===== src/rtl/led_fade_pwm_if.sv =====
// Pattern-in / LED-drive bundle between the rotator and the fade/PWM stage.
// No handshake: every signal is valid on every clock; pattern_in is sampled each cycle.
interface led_fade_pwm_if #(
  parameter int N_LEDS = 4
);
  logic              enable;
  logic [N_LEDS-1:0] pattern_in;
  logic [N_LEDS-1:0] led_out;
  logic              pwm_wrap;

  modport master (
    output enable,
    output pattern_in,
    input  led_out,
    input  pwm_wrap
  );

  modport slave (
    input  enable,
    input  pattern_in,
    output led_out,
    output pwm_wrap
  );
endinterface


===== src/rtl/led_fade_pwm.sv =====
// Per-channel fade-out with shared PWM counter; lit channels run at full brightness.
// Optional macro LED_GAMMA_EN selects a gamma-2 duty curve instead of the linear one.
module led_fade_pwm #(
  parameter int N_LEDS    = 4,
  parameter int PWM_BITS  = 8,
  parameter int FADE_DIV  = 46875,
  parameter int FADE_STEP = 8
) (
  input logic           clk,
  input logic           rst,
  led_fade_pwm_if.slave bus
);

  localparam int                  MAX    = (1 << PWM_BITS) - 1;
  localparam int                  FC_W   = (FADE_DIV > 1) ? $clog2(FADE_DIV) : 1;
  localparam logic [PWM_BITS-1:0] MAX_V  = PWM_BITS'(MAX);
  localparam logic [PWM_BITS-1:0] LAST_V = PWM_BITS'(MAX - 1);
  localparam logic [PWM_BITS-1:0] STEP_V = PWM_BITS'(FADE_STEP);
  localparam logic [FC_W-1:0]     FC_LAST = FC_W'(FADE_DIV - 1);

  logic [FC_W-1:0]     r_fade_cnt;
  logic [PWM_BITS-1:0] r_pwm_cnt;
  logic [PWM_BITS-1:0] r_level [N_LEDS];
  logic [PWM_BITS-1:0] r_duty  [N_LEDS];
  logic [N_LEDS-1:0]   r_led;
  logic                r_wrap;

  logic                w_fade_tick;
  logic                w_pwm_last;
  logic [PWM_BITS-1:0] w_decayed [N_LEDS];

  function automatic logic [PWM_BITS-1:0] f_shape(input logic [PWM_BITS-1:0] lvl);
`ifdef LED_GAMMA_EN
    // l*(l+1) never exceeds 2^(2*PWM_BITS)-1, so the top half maps MAX to MAX.
    logic [2*PWM_BITS-1:0] sq;
    sq = ({{PWM_BITS{1'b0}}, lvl} * {{PWM_BITS{1'b0}}, lvl}) + {{PWM_BITS{1'b0}}, lvl};
    return sq[2*PWM_BITS-1:PWM_BITS];
`else
    return lvl;
`endif
  endfunction

  assign w_fade_tick = (r_fade_cnt == FC_LAST);
  assign w_pwm_last  = (r_pwm_cnt == LAST_V);

  always_comb begin
    for (int i = 0; i < N_LEDS; i++) begin
      w_decayed[i] = '0;
      if (r_level[i] > STEP_V) w_decayed[i] = r_level[i] - STEP_V;
    end
  end

  always_ff @(posedge clk or posedge rst) begin
    if (rst) begin
      r_fade_cnt <= '0;
      r_pwm_cnt  <= '0;
      r_led      <= '0;
      r_wrap     <= 1'b0;
      for (int i = 0; i < N_LEDS; i++) begin
        r_level[i] <= '0;
        r_duty[i]  <= '0;
      end
    end else if (!bus.enable) begin
      r_fade_cnt <= '0;
      r_pwm_cnt  <= '0;
      r_led      <= '0;
      r_wrap     <= 1'b0;
      for (int i = 0; i < N_LEDS; i++) begin
        r_level[i] <= '0;
        r_duty[i]  <= '0;
      end
    end else begin
      r_fade_cnt <= w_fade_tick ? '0 : r_fade_cnt + 1'b1;
      r_pwm_cnt  <= w_pwm_last  ? '0 : r_pwm_cnt + 1'b1;
      r_wrap     <= (r_pwm_cnt == '0);
      for (int i = 0; i < N_LEDS; i++) begin
        // A lit pattern bit overrides a coincident fade tick.
        if (bus.pattern_in[i])  r_level[i] <= MAX_V;
        else if (w_fade_tick)   r_level[i] <= w_decayed[i];
        // Duty is latched only at the period boundary so a period is never split.
        if (w_pwm_last)         r_duty[i]  <= f_shape(r_level[i]);
        r_led[i] <= (r_pwm_cnt < r_duty[i]);
      end
    end
  end

  assign bus.led_out  = r_led;
  assign bus.pwm_wrap = r_wrap;

endmodule


===== src/flat_wrapper.sv =====
// flat-port wrapper written by rule: the top's interface ports become plain ports
module led_fade_pwm_flat 
#(
  parameter int N_LEDS    = 4,
  parameter int PWM_BITS  = 8,
  parameter int FADE_DIV  = 46875,
  parameter int FADE_STEP = 8
)
  (clk, rst, bus_enable, bus_pattern_in, bus_led_out, bus_pwm_wrap);
  led_fade_pwm_if #(.N_LEDS(N_LEDS)) bus_i ();
  input logic clk;
  input logic rst;
  input wire logic [$bits(bus_i.enable)-1:0] bus_enable;
  input wire logic [$bits(bus_i.pattern_in)-1:0] bus_pattern_in;
  output wire logic [$bits(bus_i.led_out)-1:0] bus_led_out;
  output wire logic [$bits(bus_i.pwm_wrap)-1:0] bus_pwm_wrap;
  assign bus_i.enable = bus_enable;
  assign bus_i.pattern_in = bus_pattern_in;
  assign bus_led_out = bus_i.led_out;
  assign bus_pwm_wrap = bus_i.pwm_wrap;
  led_fade_pwm #(.N_LEDS(N_LEDS), .PWM_BITS(PWM_BITS), .FADE_DIV(FADE_DIV), .FADE_STEP(FADE_STEP)) u_core (.clk(clk), .rst(rst), .bus(bus_i));
endmodule

===== config.mk =====
export PLATFORM = sky130hd
export DESIGN_NAME = led_fade_pwm_flat
export DESIGN_NICKNAME = d
export VERILOG_FILES = /design/src/rtl/led_fade_pwm_if.sv /design/src/rtl/led_fade_pwm.sv /design/src/flat_wrapper.sv
export SDC_FILE = /design/constraint.sdc
export NUM_CORES = 1
export LEC_CHECK = 0
export CORE_ASPECT_RATIO = 0.8
export CORE_UTILIZATION = 25
export CTS_BUF_LIST = sky130_fd_sc_hd__clkbuf_8
export CTS_CLUSTER_DIAMETER = 120
export CTS_CLUSTER_SIZE = 25
export DETAILED_ROUTE_END_ITERATION = 8
export GPL_ROUTABILITY_DRIVEN = 0
export PLACE_DENSITY = 0.42
export SLEW_MARGIN = 40
export SYNTH_ARGS = -nofsm -noshare
export SYNTH_HDL_FRONTEND = slang
export SYNTH_SLANG_ARGS = --single-unit
export TNS_END_PERCENT = 30

===== constraint.sdc =====
create_clock -name clk -period 4.79 [get_ports clk]
set_input_delay 0.958 -clock clk [delete_from_list [all_inputs] [get_ports clk]]
set_output_delay 0.958 -clock clk [all_outputs]
set_load 0.01 [all_outputs]

==> run summary, run 1 <==
Outcome = finished clean
Final critical-path required period = 2490 ps
Worst reg2reg path depth = 7
Die height = 120 µm
Syn Inst Count = 470
Pre-CTS WS = 1850 ps
Hold Slack = 510 ps
Fin. max-slew vios = 0
CTS Buf Count = 9
H-tree Lvls = 3
I/O pin count = 12
Hold-critical path depth = 1
Drt initial violations = 148
Global-route wire length before repair = 17400 µm
WP data required = 5070 ps
Final period util = 52.0%
Vias per cell = 4.71
Routed length per placed instance = 14.1 µm
Delay-heaviest family, CP = buffers and inverters
PostCTS Resize Cnt = 0
Final TNS setup = 0 ps
Layout cell share with drive strength beyond 1 = 5.60%
Fmax = 402 MHz
Diode count = 0
CTS tree = built
PortBufs = 11
Root Buffer = clkbuf_8
Setup crit end kind = register
Vias = 3306
Sequential share of the synthesized area = 44.0%
CP Class = in2reg
WP data arrival = 2770 ps
Pwr dens = 272 nW/µm²
Routed Antenna Nets = 0
Final nets = 521
Rel. slew slack = 52.5%
Setup bufs post-CTS = 0
Final setup fails = 0
WP buf/inv = 3
Die width = 150 µm
Multi-input logic area = 2210 µm²
Crit-path max cell delay = 470 ps
CP max FO = 42
Hold Vio Cnt, Final = 0
Tot GR Track Use = 12.4%
Number of global-route vias before repair = 3412
DP Wirelength = 6600 µm
Total wire length = 9880 µm
Slowest CP cell = clkdlybuf4s50_1
Clock buffer depth = 2
Peak VDD IR = 0.000102 V
# clock sinks = 77
Core Area = 16800 µm²
Design Power = 1.33 mW
Crit-path cells = clkdlybuf4s50_1, buf_4, inv_1, a2111o_1, a31oi_1
Syn nets = 514
MaxCap Viol Count = 0
DR DRC count = 0
Detailed Routing Iterations Pass 1 = 4
Register area = 1930 µm²
Largest net degree at the start of global routing = 43
Initial antenna violation count = 0
GR Overflow Total = 0
LEAKAGE = 2.00 nW
Netlist cell types = 43
Initial core utilization = 26.0%
Skew final = 5.13 ps
Clock latency on the worst-skew pair = 360 ps
Full die area = 18100 µm²
Slew @ Worst Pin = 711 ps
HP Class = reg2reg
Critical Path Source Type = input pin
Ys Warns = 0
Layout area overhead = 11.6%
Post-synthesis cell area = 4380 µm²
RSZ-0062 raised after global routing = no
Floorplan row count = 42
Worst-path clk slew = 80 ps
Setup WS post-layout = 2300 ps
FF+latch count, synth = 77
# fillers = 1767
Avg Cell Area, Syn = 9.32 µm²
Worst path depth = 5
Hold buffer count at cts = 0
## registers in the layout (all words and copies together), names as in the netlist
signal               cells
u_core.r_duty           24
u_core.r_level          24
u_core.r_fade_cnt       16
u_core.r_pwm_cnt         8
u_core.bus.led_out       4
u_core.bus.pwm_wrap      1
## layout make-up
| class | count | area share (%) |
|---|---|---|
| Inverter | 40 | 3.10 |
| Clock buffer | 10 | 2.82 |
| Sequential cell | 77 | 39.4 |
| Timing Repair Buffer | 13 | 2.56 |
| Multi-Input combinational cell | 336 | 45.2 |
| Tap cell | 220 | 5.63 |
| Clock inverter | 6 | 1.28 |
## power breakdown
group	leakage [nW]	internal, mW	switching [mW]	total [mW]
combinational	0.876	0.0536	0.0654	0.119
sequential	1.03	0.671	0.0307	0.702
clock	0.0943	0.253	0.255	0.508
total	2.00	0.977	0.351	1.33
## cells in the final DEF, fill, tap and decap left out, types with 3 or more instances in the layout
cell type        netlist  final
nor3_1                 9      9
clkinv_2               0      3
dfrtp_1               77     77
nor2_1                38     38
a2111o_1               3      3
clkinvlp_4             0      3
o31a_1                10     10
nand2_1               68     68
nor3b_1                3      3
o21a_1                 7      7
inv_1                 40     39
or3_1                  4      4
and3_1                10      9
nand4_1                6      6
a21boi_0              26     26
a31oi_1                6      6
o21ai_0               10     10
xor2_1                13     13
and2_1                 3      3
clkdlybuf4s50_1        0     11
nor2b_1                5      5
a21oi_1               28     28
ha_1                  37     37
and4b_1                5      5
xnor2_1                6      6
clkbuf_8               0     10
nor4_1                 3      3
nand3_1               14     13
## per-stage QoR
step | utilization, % | std cells | instance area (µm²)
after CTS | 29.1 | 702 | 4890
after detailed placement | 27.9 | 686 | 4690
after floorplan | - | 470 | 4380
after global placement | 27.8 | 686 | 4680
final | 29.1 | 702 | 4890
after global routing | 29.1 | 702 | 4890
## worst register-to-register path, delay by kind of cell (launching register included)
kind	cells	cell delay, ps
adder cells (fa/ha/maj)	1	170
flip-flops	1	430
buffers and inverters	1	70
AND/OR/NAND/NOR	5	1410
## routing by layer
layer | vias up | share of wire, % | track usage, % | routed length (µm)
met4 | 0 | 1.2 | 4.17 | 119
met5 | - | 0 | 0 | 0
met2 | 41 | 42 | 18.5 | 4170
met3 | 7 | 2.9 | 2.98 | 284
li1 | 1636 | - | - | -
met1 | 1622 | 54 | 17.4 | 5300
## cells by family (layout without fill, tap and decap cells)
family	after synthesis	count (layout)	share of synthesized area [%]
AO/OA/AOI/OAI	98	98	15.2
multiplexers	1	1	0.257
AND/OR/NAND/NOR	181	181	20.5
buffers and inverters	57	69	5.74
adder cells (fa/ha/maj)	37	37	10.6
flip-flops	77	77	44.0
XOR/XNOR	19	19	3.80
## worst paths after layout
| path | startpoint | to | slack [ps] |
|---|---|---|---|
| worst min register to register | u_core.r_fade_cnt[0] | u_core.r_fade_cnt[0] | 510 |
| min in group asynchronous | rst | u_core.r_fade_cnt[6] | 1010 |
| max in group asynchronous | rst | u_core.r_duty[27] | 2810 |
| worst max register to register | u_core.r_fade_cnt[0] | u_core.r_level[23] | 2620 |
| worst max-delay path | bus_enable | u_core.bus.led_out[2] | 2300 |
| worst min-delay path | u_core.r_fade_cnt[0] | u_core.r_fade_cnt[0] | 510 |
## synth_stat cells (all sizes together)
cell type / instances / share of area [%]
nand2: 68 / 5.8
a21oi: 28 / 3.2
o31a: 10 / 2.0
nor4: 3 / 0.43
ha: 37 / 11
nor2b: 5 / 0.71
and3: 10 / 1.4
nand3: 14 / 1.6
nor2: 38 / 3.3
nor4bb: 1 / 0.23
or4: 2 / 0.34
a21boi: 28 / 4.8
dfrtp: 77 / 44
nand4b: 2 / 0.40
or3: 4 / 0.57
nand4: 6 / 0.86
xor2: 13 / 2.6
nor3b: 3 / 0.51
nor3: 10 / 1.3
nand2b: 1 / 0.14
o21a: 7 / 1.2
and4bb: 2 / 0.57
and4b: 5 / 1.1
xnor2: 6 / 1.2
clkbuf: 7 / 0.60
buf: 10 / 1.7
inv: 40 / 3.4
and2: 3 / 0.43
a2111o: 3 / 0.77
o41ai: 1 / 0.20
nand3b: 2 / 0.34
o2111a: 1 / 0.26
or2: 1 / 0.14
a21o: 2 / 0.34
o311ai: 1 / 0.20
o21ai: 10 / 1.1
a2111oi: 1 / 0.23
a31oi: 6 / 0.86
and4: 1 / 0.26
mux2: 1 / 0.26
Note: power is estimated with default switching activity, not from simulation.
==> run 2: changes to the inputs <==
--- a/config.mk
+++ b/config.mk
@@ -12,7 +12,7 @@
 export CTS_CLUSTER_SIZE = 25
 export DETAILED_ROUTE_END_ITERATION = 8
 export GPL_ROUTABILITY_DRIVEN = 0
-export PLACE_DENSITY = 0.42
+export PLACE_DENSITY = 0.43
 export SLEW_MARGIN = 40
 export SYNTH_ARGS = -nofsm -noshare
 export SYNTH_HDL_FRONTEND = slang
==> constraint.sdc (replaced) <==
create_clock -name clk -period 2.1 [get_ports clk]
set_input_delay 0.42 -clock clk [delete_from_list [all_inputs] [get_ports clk]]
set_output_delay 0.42 -clock clk [all_outputs]
set_load 0.01 [all_outputs]
==> run summary, run 2 (same netlist as run 1, synthesis figures left out) <==
Outcome = finished clean
Root Buffer = clkbuf_8
Final critical-path required period = 1900 ps
Largest net degree at the start of global routing = 78 (+81%)
Final TNS setup = 0 ps (unchanged)
Hold buffer count at cts = 0 (unchanged)
Largest registers = u_core.r_duty: 24 flops, u_core.r_level: 24 flops, u_core.r_fade_cnt: 16 flops
Final period util = 90.3%
Layout cell share with drive strength beyond 1 = 7.85% (+2.2 points)
CTS tree = built
MaxCap Viol Count = 0 (unchanged)
Initial core utilization = 26.0% (unchanged)
Hold Vio Cnt, Final = 0 (unchanged)
HP Class = in2async
Worst-path clk slew = 80 ps (about the same)
PostCTS Resize Cnt = 0 (unchanged)
Diode count = 0 (unchanged)
Vias per cell = 4.66 (-1.0%)
DP Wirelength = 6790 µm (+2.9%)
Final nets = 536 (+2.9%)
DR DRC count = 0 (unchanged)
# fillers = 1773 (+0.34%)
Final Instance Count excl. Fillers = 717 (+2.1%)
PortBufs = 11 (unchanged)
Peak VDD IR = 0.000236 V (+130%)
Clock buffer depth = 2 (unchanged)
Number of global-route vias before repair = 3364 (-1.4%)
Clock latency on the worst-skew pair = 370 ps (about the same)
Die width = 150 µm (unchanged)
CP max FO = 5 (-88%)
Floorplan row count = 42 (unchanged)
Total wire length = 9870 µm (about the same)
Full die area = 18100 µm² (unchanged)
Placed cells = 701 (+2.2%)
Fin. max-slew vios = 0 (unchanged)
Detailed Routing Iterations Pass 1 = 4 (unchanged)
CTS Buf Count = 9 (unchanged)
Initial antenna violation count = 0 (unchanged)
Slew @ Worst Pin = 559 ps (-152 ps)
Vias = 3343 (+1.1%)
Critical Path Source Type = register
RSZ-0062 raised after global routing = no
Drt initial violations = 166 (+12%)
Fmax = 527 MHz
Most common cell after layout, fill and taps aside = dfrtp_1
CP Class = reg2reg
Skew final = 5.76 ps (+0.631 ps)
Routed length per placed instance = 13.8 µm (-2.2%)
Core Area = 16800 µm² (unchanged)
GR Overflow Total = 0 (unchanged)
WP data arrival = 2160 ps (-610 ps)
Layout area overhead = 15.2%
WP data required = 2360 ps (-2710 ps)
LEAKAGE = 2.11 nW (+5.4%)
H-tree Lvls = 3 (unchanged)
# clock sinks = 77 (unchanged)
Final setup fails = 0 (unchanged)
Tot GR Track Use = 12.3% (-0.12 points)
Commonest cells after routing, fill and taps aside = 77 x dfrtp_1, 68 x nand2_1, 40 x inv_1
Setup bufs post-CTS = 0 (unchanged)
I/O pin count = 12 (unchanged)
Routed Antenna Nets = 0 (unchanged)
Die height = 120 µm (unchanged)
Rel. slew slack = 62.4% (+9.9 points)
Setup crit end kind = register
Pwr dens = 629 nW/µm² (+130%)
Global-route wire length before repair = 17100 µm (-1.7%)
run 2: worst max-delay path, stage by stage (launching register included):
cell and delay (ps):
dfrtp_1 430, inv_1 70, ha_1 160, and4bb_2 220, and4_4 250, nand2_1 90, or4_1 390, and3_1 180
run 2: layout make-up:
type / instances / area (µm²) / share of cell area, %
flip-flops and latches: 77 / 1930 / 38.2
clock buffers: 11 / 151 / 3.00
inverters: 40 / 154 / 3.05
well taps: 220 / 275 / 5.45
multi-input cells: 336 / 2200 / 43.6
repair buffers: 28 / 263 / 5.21
clock inverters: 5 / 73.8 / 1.46
run 2: routing by layer:
layer | part of all wire [%] | GRT usage [%] | routed length [µm]
met5 | 0 | 0 | 0
met3 | 3.1 | 3.13 | 309
met1 | 52 | 16.8 | 5090
met2 | 43 | 18.4 | 4270
met4 | 2.0 | 4.92 | 198
run 2: path summary, 6_finish.rpt:
kind / depth (start not counted) / from / endpoint / slack (ps)
worst max-delay path: 7 / u_core.r_fade_cnt[0] / u_core.r_level[23] / 200
worst min-delay path: 3 / rst / u_core.r_duty[21] / 520
worst max register to register: 7 / u_core.r_fade_cnt[0] / u_core.r_level[23] / 200
worst min register to register: 1 / u_core.r_fade_cnt[0] / u_core.r_fade_cnt[0] / 520
max in group asynchronous: 3 / rst / u_core.r_duty[29] / 1240
min in group clk: 1 / u_core.r_fade_cnt[0] / u_core.r_fade_cnt[0] / 520
run 2: power breakdown:
part	leakage (nW)	switching [mW]	internal (mW)
registers	1.03	0.0612	1.53
clock network	0.121	0.559	0.726
logic	0.958	0.161	0.138
run 2: through the flow:
stage | cell area, µm² | hold slack [ps] | utilization [%] | total power [mW] | setup WS [ps]
3_3_place_gp | 4820 | 492 | 28.7 | 1.92 | 248
4_1_cts | 5050 | 517 | 30.0 | 3.24 | 181
6_report | 5050 | 515 | 30.0 | 3.18 | 203
2_1_floorplan | 4380 | 473 | - | 1.80 | 330
3_5_place_dp | 4820 | 507 | 28.7 | 1.92 | 196
5_1_grt | 5050 | 538 | 30.0 | 3.33 | 79.6
